==> src/rtl/assign_enum_driver_pkg.sv <==
// Shared types and defaults for the exhaustive assignment enumerator.
package assign_enum_driver_pkg;

    localparam int NUM_VARS_DEF = 49;
    localparam int CNT_W_DEF    = 32;

    typedef enum logic [1:0] {
        S_IDLE  = 2'd0,
        S_DRIVE = 2'd1,
        S_WAIT  = 2'd2,
        S_DONE  = 2'd3
    } state_t;

endpackage

==> src/rtl/assign_enum_driver.sv <==
// Walks consecutive assignments from a base into a formula evaluator, one outstanding
// at a time, counting verdicts and latching the first counterexample.
module assign_enum_driver
    import assign_enum_driver_pkg::*;
#(
    parameter int NUM_VARS = NUM_VARS_DEF,
    parameter int CNT_W    = CNT_W_DEF
) (
    input  logic                clk,
    input  logic                rst,
    input  logic                start,
    input  logic [NUM_VARS-1:0] base,
    input  logic [CNT_W-1:0]    limit,
    input  logic                stop_on_cex,
    output logic [NUM_VARS-1:0] asg,
    output logic                asg_valid,
    input  logic                asg_ready,
    input  logic                res,
    input  logic                res_valid,
    output logic                busy,
    output logic                done,
    output logic                cex_found,
    output logic [NUM_VARS-1:0] cex_asg,
    output logic [CNT_W-1:0]    n_checked
);

    state_t              r_state;
    state_t              w_next_state;
    logic                w_done_pulse;
    logic [NUM_VARS-1:0] r_cur;
    logic [CNT_W-1:0]    r_limit;
    logic                r_stop;
    logic                r_cex_found;
    logic [NUM_VARS-1:0] r_cex_asg;
    logic [CNT_W-1:0]    r_n_checked;
    logic                r_asg_valid;
    logic                r_busy;
    logic                r_done;

    logic                w_accept_start;
    logic                w_verdict;
    logic [CNT_W:0]      w_cnt_inc;
    logic                w_last;

    assign w_accept_start = start && ((r_state == S_IDLE) || (r_state == S_DONE));
    assign w_verdict      = (r_state == S_WAIT) && res_valid;
    assign w_cnt_inc      = {1'b0, r_n_checked} + {{CNT_W{1'b0}}, 1'b1};
    // The run ends on the verdict that reaches the limit, or on a counterexample when stopping early.
    assign w_last         = w_verdict &&
                            ((w_cnt_inc == {1'b0, r_limit}) || (!res && r_stop));

    // Next-state decode and done-pulse request.
    always_comb begin
        w_next_state = r_state;
        w_done_pulse = 1'b0;
        case (r_state)
            S_IDLE, S_DONE: begin
                if (w_accept_start) begin
                    if (limit == {CNT_W{1'b0}}) begin
                        w_next_state = S_DONE;
                        w_done_pulse = 1'b1;
                    end else begin
                        w_next_state = S_DRIVE;
                    end
                end else begin
                    w_next_state = r_state;
                end
            end
            S_DRIVE: begin
                if (r_asg_valid && asg_ready) begin
                    w_next_state = S_WAIT;
                end else begin
                    w_next_state = S_DRIVE;
                end
            end
            S_WAIT: begin
                if (w_last) begin
                    w_next_state = S_DONE;
                    w_done_pulse = 1'b1;
                end else if (w_verdict) begin
                    w_next_state = S_DRIVE;
                end else begin
                    w_next_state = S_WAIT;
                end
            end
            default: begin
                w_next_state = S_IDLE;
            end
        endcase
    end

    // State, run context and registered outputs.
    always_ff @(posedge clk) begin
        if (rst) begin
            r_state     <= S_IDLE;
            r_cur       <= {NUM_VARS{1'b0}};
            r_limit     <= {CNT_W{1'b0}};
            r_stop      <= 1'b0;
            r_cex_found <= 1'b0;
            r_cex_asg   <= {NUM_VARS{1'b0}};
            r_n_checked <= {CNT_W{1'b0}};
            r_asg_valid <= 1'b0;
            r_busy      <= 1'b0;
            r_done      <= 1'b0;
        end else begin
            r_state     <= w_next_state;
            r_asg_valid <= (w_next_state == S_DRIVE);
            r_busy      <= (w_next_state == S_DRIVE) || (w_next_state == S_WAIT);
            r_done      <= w_done_pulse;
            if (w_accept_start) begin
                r_cur       <= base;
                r_limit     <= limit;
                r_stop      <= stop_on_cex;
                r_cex_found <= 1'b0;
                r_cex_asg   <= {NUM_VARS{1'b0}};
                r_n_checked <= {CNT_W{1'b0}};
            end else if (w_verdict) begin
                if (!(&r_n_checked)) begin
                    r_n_checked <= w_cnt_inc[CNT_W-1:0];
                end
                if (!res && !r_cex_found) begin
                    r_cex_found <= 1'b1;
                    r_cex_asg   <= r_cur;
                end
                // Wraps silently past all-ones.
                if (!w_last) begin
                    r_cur <= r_cur + {{(NUM_VARS-1){1'b0}}, 1'b1};
                end
            end
        end
    end

    assign asg       = r_cur;
    assign asg_valid = r_asg_valid;
    assign busy      = r_busy;
    assign done      = r_done;
    assign cex_found = r_cex_found;
    assign cex_asg   = r_cex_asg;
    assign n_checked = r_n_checked;

endmodule

==> config.mk <==
export PLATFORM = sky130hd
export DESIGN_NAME = assign_enum_driver
export DESIGN_NICKNAME = d
export VERILOG_FILES = /design/src/rtl/assign_enum_driver_pkg.sv /design/src/rtl/assign_enum_driver.sv
export SDC_FILE = /design/constraint.sdc
export NUM_CORES = 1
export LEC_CHECK = 0
export CELL_PAD_IN_SITES_DETAIL_PLACEMENT = 0
export CELL_PAD_IN_SITES_GLOBAL_PLACEMENT = 1
export CORE_ASPECT_RATIO = 0.6
export CORE_MARGIN = 3
export CORE_UTILIZATION = 39
export CTS_BUF_LIST = sky130_fd_sc_hd__clkbuf_4 sky130_fd_sc_hd__clkbuf_8
export DETAILED_ROUTE_END_ITERATION = 8
export PLACE_DENSITY = 0.93
export SLEW_MARGIN = 20
export SYNTH_ARGS = -nofsm -noshare
export SYNTH_HDL_FRONTEND = slang
export SYNTH_SLANG_ARGS = --single-unit
export TNS_END_PERCENT = 30
==> constraint.sdc <==
create_clock -name clk -period 7.7 [get_ports clk]
set_clock_uncertainty 0.2 [all_clocks]
set_input_delay 2.31 -clock clk [delete_from_list [all_inputs] [get_ports clk]]
set_output_delay 2.31 -clock clk [all_outputs]
set_load 0.02 [all_outputs]
* Word-level counts from Yosys, hierarchy flattened
Index checks and enable logic that the tools add are counted.
** Word-level totals
- Register bits after elaboration :: 169
- Input bits :: 88
- Output and inout port bits :: 134
- Word-level logic and storage cells :: 53
** Cells by class
- $add $sub $neg :: 2
- Eq/ne operators :: 7
- Multiplexer cells :: 13
- Bitwise logic cells :: 1
- Reduce and logical (&&, ||, !) cells :: 20
** Operators by type and width (number)
- two-way mux 49 bit :: 3
- adder 49 x 1 -> 49 bit, second input constant :: 1
- adder 32 x 1 -> 33 bit, second input constant :: 1
- equality test 33 x 32 -> 1 bit :: 1
- logical NOT 32 bit :: 1
- AND reduction 32 bit :: 1
- two-way mux 2 bit :: 5
- equality test 2 bit, second input constant :: 3
- logical AND 1 bit :: 6
- one-hot mux 2 bit (3 select lines) :: 1
- AND reduction 2 bit :: 3
- equality test 2 x 1 -> 1 bit, second input constant :: 2
- OR reduction 2 bit :: 2
- logical OR 1 bit :: 3
- two-way mux 1 bit :: 3
- logical NOT 1 bit :: 2
- logical NOT 2 bit :: 1
- != test 2 bit, second input constant :: 1
- one-hot mux 1 bit (2 select lines) :: 1
- nonzero test 2 bit :: 1
- inverter 1 bit :: 1

* Logic depth before layout (Yosys ltp)
Gate-level depths: netlist of run 1.
- Depth in word-level cells :: 8
- Depth in mapped cells :: 14
- Depth with buffers taken out :: 12

* Least setup slack after synthesis of run 1
OpenSTA, ideal clock, no wires.
- Path type :: in2reg
- Start point :: input port res
- End point :: register r_cur[26] (netlist: asg[26])
- Setup time :: 74 ps
- Arrival :: 3801 ps
- Required time :: 7426 ps
- Path slack :: 3625 ps
- Stages on the path :: 7
- Buffers on the path :: 1
- Cell sequence :: nand2b_1 > nand3_1 > or3_1 > a21o_1 > buf_2 > or3_1 > a31oi_1
** Between the ends
- Longest elaborated chain between the ends :: 6
** Ends and longest elaborated chain
- start: declaration :: line assign_enum_driver.sv:18 : input logic res,
- logical NOT 1 bit :: line assign_enum_driver.sv:50 : ((w_cnt_inc == {1'b0, r_limit}) || (!res && r_stop));
- logical AND 1 bit :: line assign_enum_driver.sv:50
- logical OR 1 bit :: line assign_enum_driver.sv:50
- logical AND 1 bit :: line assign_enum_driver.sv:49 : assign w_last = w_verdict &&
- != test 2 bit (no source line)
- AND reduction 2 bit (no source line)
- end signal: assignment :: line assign_enum_driver.sv:96 : r_cur <= {NUM_VARS{1'b0}};
- end signal: assignment :: line assign_enum_driver.sv:111 : r_cur <= base;
- end signal: assignment :: line assign_enum_driver.sv:127 : r_cur <= r_cur + {{(NUM_VARS-1){1'b0}}, 1'b1};
- end: declaration :: line assign_enum_driver.sv:30 : logic [NUM_VARS-1:0] r_cur;
Every way passes these cells.
A chain may end at the register's enable or synchronous reset.

* Final worst setup path of run 1
- Start point :: register r_n_checked[3] (netlist: n_checked[3])
- End point :: register r_busy (netlist: busy)
** Between the ends
- Longest elaborated chain between the ends :: 8
- Elaborated cells between the ends (all ways) :: 9
- Classes of those cells :: add/sub (1); eq/ne (3); mux (2); reduce/logical (3)
** Ends and longest elaborated chain
- start: declaration :: line assign_enum_driver.sv:35 : logic [CNT_W-1:0] r_n_checked;
- start signal: assignment :: line assign_enum_driver.sv:101 : r_n_checked <= {CNT_W{1'b0}};
- start signal: assignment :: line assign_enum_driver.sv:116 : r_n_checked <= {CNT_W{1'b0}};
- start signal: assignment :: line assign_enum_driver.sv:119 : r_n_checked <= w_cnt_inc[CNT_W-1:0];
- adder 32 x 1 -> 33 bit (*) :: line assign_enum_driver.sv:47 : assign w_cnt_inc = {1'b0, r_n_checked} + {{CNT_W{1'b0}}, 1'b1};
- equality test 33 x 32 -> 1 bit (*) :: line assign_enum_driver.sv:50
- logical OR 1 bit (*) :: line assign_enum_driver.sv:50
- logical AND 1 bit (*) :: line assign_enum_driver.sv:49
- two-way mux 2 bit (*) :: line assign_enum_driver.sv:77 : if (w_last) begin
- one-hot mux 2 bit (3 select lines) (*) :: line assign_enum_driver.sv:56 : case (r_state)
- equality test 2 x 1 -> 1 bit / equality test 2 bit (equally long branches) :: line assign_enum_driver.sv:108 : r_busy <= (w_next_state == S_DRIVE) || (w_next_state == S_WAIT);
- logical OR 1 bit (*) :: line assign_enum_driver.sv:108
- end signal: assignment :: line assign_enum_driver.sv:108
- end: declaration :: line assign_enum_driver.sv:37 : logic r_busy;
Every way passes the cells marked *; elsewhere a longest branch is shown, timed or not.

==> results of run 1 <==
==> flip-flops by register name, summed over array words and instances (netlist names), 2 cells and up <==
name	count
asg	49
cex_asg	49
n_checked	32
r_limit	32
r_state	2
==> tightest hold or removal path, stage by stage (launching register included) <==
cell and delay [ns]:
dfxtp_1 0.32, nand2_1 0.05, a21oi_1 0.05
==> kinds of logic (layout without fill, tap and decap cells) <==
| group | Yosys count | in the layout | synth area share |
|---|---|---|---|
| simple gates | 524 | 524 | 0.302 |
| compound gates | 248 | 248 | 0.173 |
| buf+inv | 95 | 280 | 0.0438 |
| flops | 169 | 169 | 0.393 |
| fa+ha+maj | 5 | 5 | 0.00727 |
| mux | 3 | 3 | 0.00349 |
| other cells | 0 | 1 | 0 |
| xor+xnor | 76 | 76 | 0.0774 |
==> layout make-up <==
| type | instances | area (µm²) | share of cell area |
|---|---|---|---|
| diodes | 1 | 2.50 | 0.000220 |
| repair buffers | 232 | 2290 | 0.202 |
| inverters | 17 | 63.8 | 0.00562 |
| flip-flops and latches | 169 | 3380 | 0.298 |
| clock buffers | 23 | 298 | 0.0262 |
| clock inverters | 8 | 95.1 | 0.00838 |
| well taps | 279 | 349 | 0.0307 |
| multi-input cells | 856 | 4870 | 0.429 |
==> routing by layer <==
metal | up-vias | part of all wire
met5 | - | 0
met4 | 0 | 0.0087
met3 | 20 | 0.10
met2 | 367 | 0.39
met1 | 4358 | 0.50
li1 | 4319 | -
==> power groups by stage <==
stage	Sequential, mW	Combinational [mW]	Clock [mW]
2_1_floorplan	1.30	0.486	0
3_3_place_gp	1.24	0.982	0
3_5_place_dp	1.24	0.993	0
4_1_cts	1.22	0.999	0.671
5_1_grt	1.25	1.09	0.704
6_report	1.22	1.00	0.659
==> metrics by stage <==
stage | hold slack (ns) | utilization | setup WS, ns | area [µm²] | cells
6_report | 0.257 | 0.532 | 2.65 | 11400 | 1585
3_3_place_gp | 0.241 | 0.513 | 2.59 | 11000 | 1553
2_1_floorplan | 0.237 | - | 3.62 | 8600 | 1120
3_5_place_dp | 0.248 | 0.513 | 2.52 | 11000 | 1553
4_1_cts | 0.258 | 0.532 | 2.76 | 11400 | 1584
5_1_grt | 0.272 | 0.532 | 2.35 | 11400 | 1585
==> placed cells by master, fill, tap and decap left out, types with 11 or more instances in the layout <==
cell,count
nand2_1,223
clkdlybuf4s50_1,221
dfxtp_1,169
a21oi_1,100
nor2_1,64
o21ai_0,60
xnor2_1,52
nor3_1,45
nand3_1,34
xor2_1,24
nand4_1,23
nor4_1,22
and4_1,21
clkbuf_8,20
and3_1,17
inv_1,17
a211oi_1,16
a31oi_1,16
or3_1,14
or4_1,13
buf_4,11
==> final timing paths <==
check / endpoint / slack, ns / depth (start not counted)
hold reg to reg: cex_asg[10]$_SDFFE_PP0P_ / 0.26 / 2
hold / removal: cex_asg[10]$_SDFFE_PP0P_ / 0.26 / 2
setup reg to reg: busy$_SDFF_PP0_ / 2.65 / 11
setup / recovery: busy$_SDFF_PP0_ / 2.65 / 11
==> cells in the mapped netlist (4+ instances only) <==
| cell | number | area [µm²] |
|---|---|---|
| a2111oi_0 | 4 | 35.0 |
| nor2b_1 | 6 | 37.5 |
| o211ai_1 | 4 | 30.0 |
| or3_1 | 15 | 93.8 |
| and2_1 | 6 | 37.5 |
| buf_2 | 6 | 30.0 |
| inv_1 | 17 | 63.8 |
| a31oi_1 | 17 | 106 |
| or2_2 | 6 | 37.5 |
| nor4_1 | 22 | 138 |
| xor2_1 | 24 | 210 |
| o21ai_0 | 60 | 300 |
| xnor2_1 | 52 | 455 |
| clkbuf_1 | 66 | 248 |
| or4_1 | 13 | 97.6 |
| a21oi_1 | 100 | 500 |
| nor3b_1 | 5 | 37.5 |
| a211oi_1 | 16 | 120 |
| and4_1 | 21 | 184 |
| ha_1 | 5 | 62.6 |
| o31ai_1 | 10 | 75.1 |
| nor2_1 | 64 | 240 |
| and3_1 | 17 | 106 |
| nand3_1 | 34 | 170 |
| nand2_1 | 225 | 845 |
| dfxtp_1 | 169 | 3380 |
| nor3_1 | 46 | 230 |
| a311oi_1 | 9 | 78.8 |
| nand4_1 | 23 | 144 |
| nand2b_1 | 4 | 25.0 |
==> flow_metrics.env, run 1 <==
export IMPL_cp_max_fo=26
export IMPL_numClockSinks=169
export IMPL_p_switching_mw=1.12
export IMPL_syn_area_mm2=0.00860
export IMPL_fmax_ghz=0.198
export IMPL_grt_pass1_wl_um=46800
export IMPL_synth_yosys_seq_area_share=0.393
export IMPL_cts_hold_buf=0
export IMPL_power_leakage_nw=3.57
export IMPL_port_buffers=221
export IMPL_cts_path_max_buffers=2
export IMPL_ys_seq_elements=169
export IMPL_grt_remaining_overflow=0
export IMPL_cp_num_buf_inv=0
export IMPL_use_met2=0.334
export IMPL_fp_dieW_um=198
export IMPL_drtPass1Iterations=5
export IMPL_synth_nets=1213
export IMPL_grt_max_degree=69
export IMPL_place_congestion=0.911
export IMPL_synth_cells=1120
export IMPL_cts_tree="done"
export IMPL_postCtsSetupRepairBufs=0
export IMPL_yosysUniqueCellTypes=62
export IMPL_async_reset_ff_frac=0
export IMPL_ioPinCount=222
export IMPL_grt_pass1_vias=8061
export IMPL_tightest_slew_ns=1.12
export IMPL_area_growth_pct=32.0
export IMPL_setup_violations_final=0
export IMPL_critical_path_top_delay_family="simple AND/OR/NAND/NOR gates"
export IMPL_start_util=0.403
export IMPL_crit_path_end_kind="register"
export IMPL_status="finished, final reports clean"
export IMPL_min_from="cex_asg[10]$_SDFFE_PP0P_"
export IMPL_maxCapViolations=0
export IMPL_slew_headroom=0.251
export IMPL_finalCritPeriodShare=0.656
export IMPL_critPathArrivalTime_ns=5.20
export IMPL_drive_gt1_frac=0.0521
export IMPL_dpl_hpwl_um=21800
export IMPL_drc=0
export IMPL_power_density_mw_per_mm2=254
export IMPL_p_int_mw=1.76
export IMPL_final_setup_tns_ns=0
export IMPL_drt_iter0_drc=815
export IMPL_synthFlopType="dfxtp_1"
export IMPL_die_area_mm2=0.0239
export IMPL_crit_path_start_kind="register"
export IMPL_power_frac_clock=0.229
export IMPL_min_period_ns=5.05
export IMPL_viasPerCell=5.72
export IMPL_pwr_share_seq=0.424
export IMPL_switching_share=0.388
export IMPL_hold_viol=0
export IMPL_final_max_slew_viol_count=0
export IMPL_finalWirelength_um=30200
export IMPL_use_met1=0.391
export IMPL_rsz0062_at_grt="no"
export IMPL_ir_worst_vdd_mv=0.164
export IMPL_fillers=2056
export IMPL_met3_usage=0.0724
export IMPL_cpPeakStageDelay_ns=0.83
export IMPL_row_count=41
export IMPL_timing_critical_path_mode_cell="nand4_1"
export IMPL_hold_path_class="reg -> reg"
export IMPL_vias=9064
export IMPL_worstPathRequired_ns=7.84
export IMPL_crit_chain="nand4_1 -> nor3_1 -> nand4_1 -> xnor2_1 -> o211ai_1 -> nor4_4 -> a21o_2 -> a21oi_1 -> or2_1 -> ha_1 -> nor2_1"
export IMPL_busiest_layer="met1"
export IMPL_postCtsResizedCells=0
export IMPL_clk_root_buffer_cell="clkbuf_8"
export IMPL_comb_power_share=0.347
export IMPL_cts_htree_levels=4
export IMPL_drtAntennaViolNets=0
export IMPL_r2r_start="n_checked[3]$_SDFFE_PP0P_"
export IMPL_antenna_found_initial=1
export IMPL_grt_use_total=0.250
export IMPL_num_nets_final=1386
export IMPL_die_height_um=121
export IMPL_detail_route_wl_per_cell_um=19.0
export IMPL_syn_area_per_cell_um2=7.68
export IMPL_cts_buffers=17
export IMPL_synth_edf_count=0
export IMPL_synth_warnings=0
export IMPL_total_power_mw=2.88
export IMPL_startpoint="n_checked[3]$_SDFFE_PP0P_"
export IMPL_path_clk_slew_ns=0.09
export IMPL_crit_path_top_delay_cell="nor3_1"
export IMPL_clk_latency_ns=0.47
export IMPL_coreArea_mm2=0.0213
export IMPL_crit_type="reg -> reg"
(Power assumes the default switching activity.)
==> run 2, diff against run 1 <==
CORE_UTILIZATION = 33   (was 39)
PLACE_DENSITY = 0.85   (was 0.93)
clock period = 4.2 ns   (was 7.7 ns; I/O delays follow)
==> run 2 against run 1 <==
Effect of this change:
- clock-buffer cell count is 4 lower
- clock power grew 99%
- critical path depth fell by 2
- critical path type unchanged
- critical endpoint is now asg[29]$_SDFFE_PP0P_
==> flow_metrics.env, run 2 (synthesis results as in run 1) <==
export IMPL_post_place_cells=1653
export IMPL_cts_htree_levels=4
export IMPL_grt_pass1_vias=8109
export IMPL_endpoint="asg[29]$_SDFFE_PP0P_"
export IMPL_fin_util=0.460
export IMPL_port_buffers=221
export IMPL_dpl_hpwl_um=23500
export IMPL_cpPeakStageDelay_ns=0.81
export IMPL_fin_cells=1686
export IMPL_slew_headroom=0.382
export IMPL_cts_hold_buf=0
export IMPL_vias=9099
export IMPL_grt_use_total=0.226
export IMPL_maxCapViolations=0
export IMPL_crit_path_start_kind="register"
export IMPL_min_path_cells=2
export IMPL_path_clk_slew_ns=0.09
export IMPL_drtAntennaViolNets=0
export IMPL_fp_dieW_um=214
export IMPL_die_height_um=131
export IMPL_antenna_found_initial=3
export IMPL_ioPinCount=222
export IMPL_numClockSinks=169
export IMPL_critPathArrivalTime_ns=4.10
export IMPL_status="finished, final reports clean"
export IMPL_fmax_ghz=0.255
export IMPL_reg2reg_slack_ns=0.27
export IMPL_hold_viol=0
export IMPL_rsz0062_at_grt="no"
export IMPL_detail_route_wl_per_cell_um=18.9
export IMPL_power_density_mw_per_mm2=467
export IMPL_grt_pass1_wl_um=48800
export IMPL_postCtsResizedCells=0
export IMPL_place_congestion=0.937
export IMPL_start_util=0.338
export IMPL_final_cell_mix="nand2_1 (223), clkdlybuf4s50_1 (221), dfxtp_1 (169)"
export IMPL_row_count=45
export IMPL_crit_path_top_delay_cell="a2111oi_0"
export IMPL_cp_max_fo=7
export IMPL_crit_chain="and4_1 -> nand4_1 -> or3_1 -> or2_2 -> or2_2 -> or3_1 -> a2111oi_0 -> xnor2_1 -> a21oi_1"
export IMPL_layout_commonest_cell="nand2_1"
export IMPL_power_leakage_nw=3.74
export IMPL_fillers=2603
export IMPL_worstPathRequired_ns=4.37
export IMPL_hold_path_class="reg -> reg"
export IMPL_crit_type="reg -> reg"
export IMPL_r2r_end="asg[29]$_SDFFE_PP0P_"
export IMPL_postPlaceCellArea_mm2=0.0113
export IMPL_cts_tree="done"
export IMPL_drive_gt1_frac=0.0713
export IMPL_grt_max_degree=102
export IMPL_coreArea_mm2=0.0254
export IMPL_final_cell_area_mm2=0.0117
export IMPL_grt_remaining_overflow=0
export IMPL_clk_root_buffer_cell="clkbuf_8"
export IMPL_drc=0
export IMPL_clk_latency_ns=0.49
export IMPL_worstRegToRegCells=9
export IMPL_cts_buffers=17
export IMPL_die_area_mm2=0.0281
export IMPL_postCtsSetupRepairBufs=0
export IMPL_viasPerCell=5.40
export IMPL_setup_violations_final=0
export IMPL_startpoint="asg[12]$_SDFFE_PP0P_"
export IMPL_ir_worst_vdd_mv=0.223
export IMPL_min_from="cex_asg[19]$_SDFFE_PP0P_"
export IMPL_drtPass1Iterations=5
export IMPL_tightest_slew_ns=0.903
export IMPL_drt_iter0_drc=830
export IMPL_total_power_mw=5.47
export IMPL_crit_path_end_kind="register"
export IMPL_r2r_start="asg[12]$_SDFFE_PP0P_"
export IMPL_area_growth_pct=36.1
export IMPL_num_nets_final=1413
export IMPL_cts_path_max_buffers=2
export IMPL_finalCritPeriodShare=0.935
export IMPL_finalWirelength_um=31900
export IMPL_min_period_ns=3.93
export IMPL_final_max_slew_viol_count=0
run 2: cell types whose count changed in the layout (fill, tap and decap cells not counted), sizes merged:
cell and change:
buf +27, clkinv +5, clkbuf -4, bufinv +2, clkinvlp -2
run 2: worst min-delay path by stage:
stage | end | slack (ns)
floorplan | r_stop$_SDFFE_PP0P_ | 0.24
global placement | cex_asg[19]$_SDFFE_PP0P_ | 0.24
detailed placement | cex_asg[33]$_SDFFE_PP0P_ | 0.25
CTS | cex_asg[33]$_SDFFE_PP0P_ | 0.26
global route | cex_asg[33]$_SDFFE_PP0P_ | 0.27
finish | cex_asg[19]$_SDFFE_PP0P_ | 0.26
run 2: cell type report:
cell class	instances	area (µm²)	share of cell area
clock buffer	19	255	0.0218
timing repair buffer	259	2520	0.215
antenna	1	2.50	0.000214
multi-input combinational	856	4860	0.415
inverter	17	63.8	0.00545
clock inverter	13	176	0.0151
sequential	169	3380	0.289
tap	352	440	0.0376
run 2: metrics by stage:
step / hold slack, ns / setup slack, ns / setup TNS [ns]
final: 0.257 / 0.272 / 0
after global routing: 0.273 / 0.00109 / 0
after CTS: 0.258 / 0.279 / 0
after detailed placement: 0.246 / 0.0288 / 0
after global placement: 0.241 / -0.0230 / -0.0270
after floorplan: 0.237 / 0.360 / 0
run 2: worst max-delay path, delay by kind of cell, from the launching register on:
family | cells | cell delay [ns]
AO/OA/AOI/OAI | 2 | 0.89
XOR/XNOR | 1 | 0.20
flip-flops | 1 | 0.46
AND/OR/NAND/NOR | 6 | 2.06
run 2: power by group:
part	internal, mW	switching (mW)
Sequential	1.87	0.375
Clock	0.666	0.643
Combinational	0.827	1.09
Total	3.36	2.11
run 2: routing by layer:
metal	global-route usage	part of all wire	vias up
met4	0.0582	0.010	4
met3	0.0760	0.10	26
li1	-	-	4380
met2	0.303	0.38	388
met1	0.339	0.50	4301
met5	0	0.0011	-
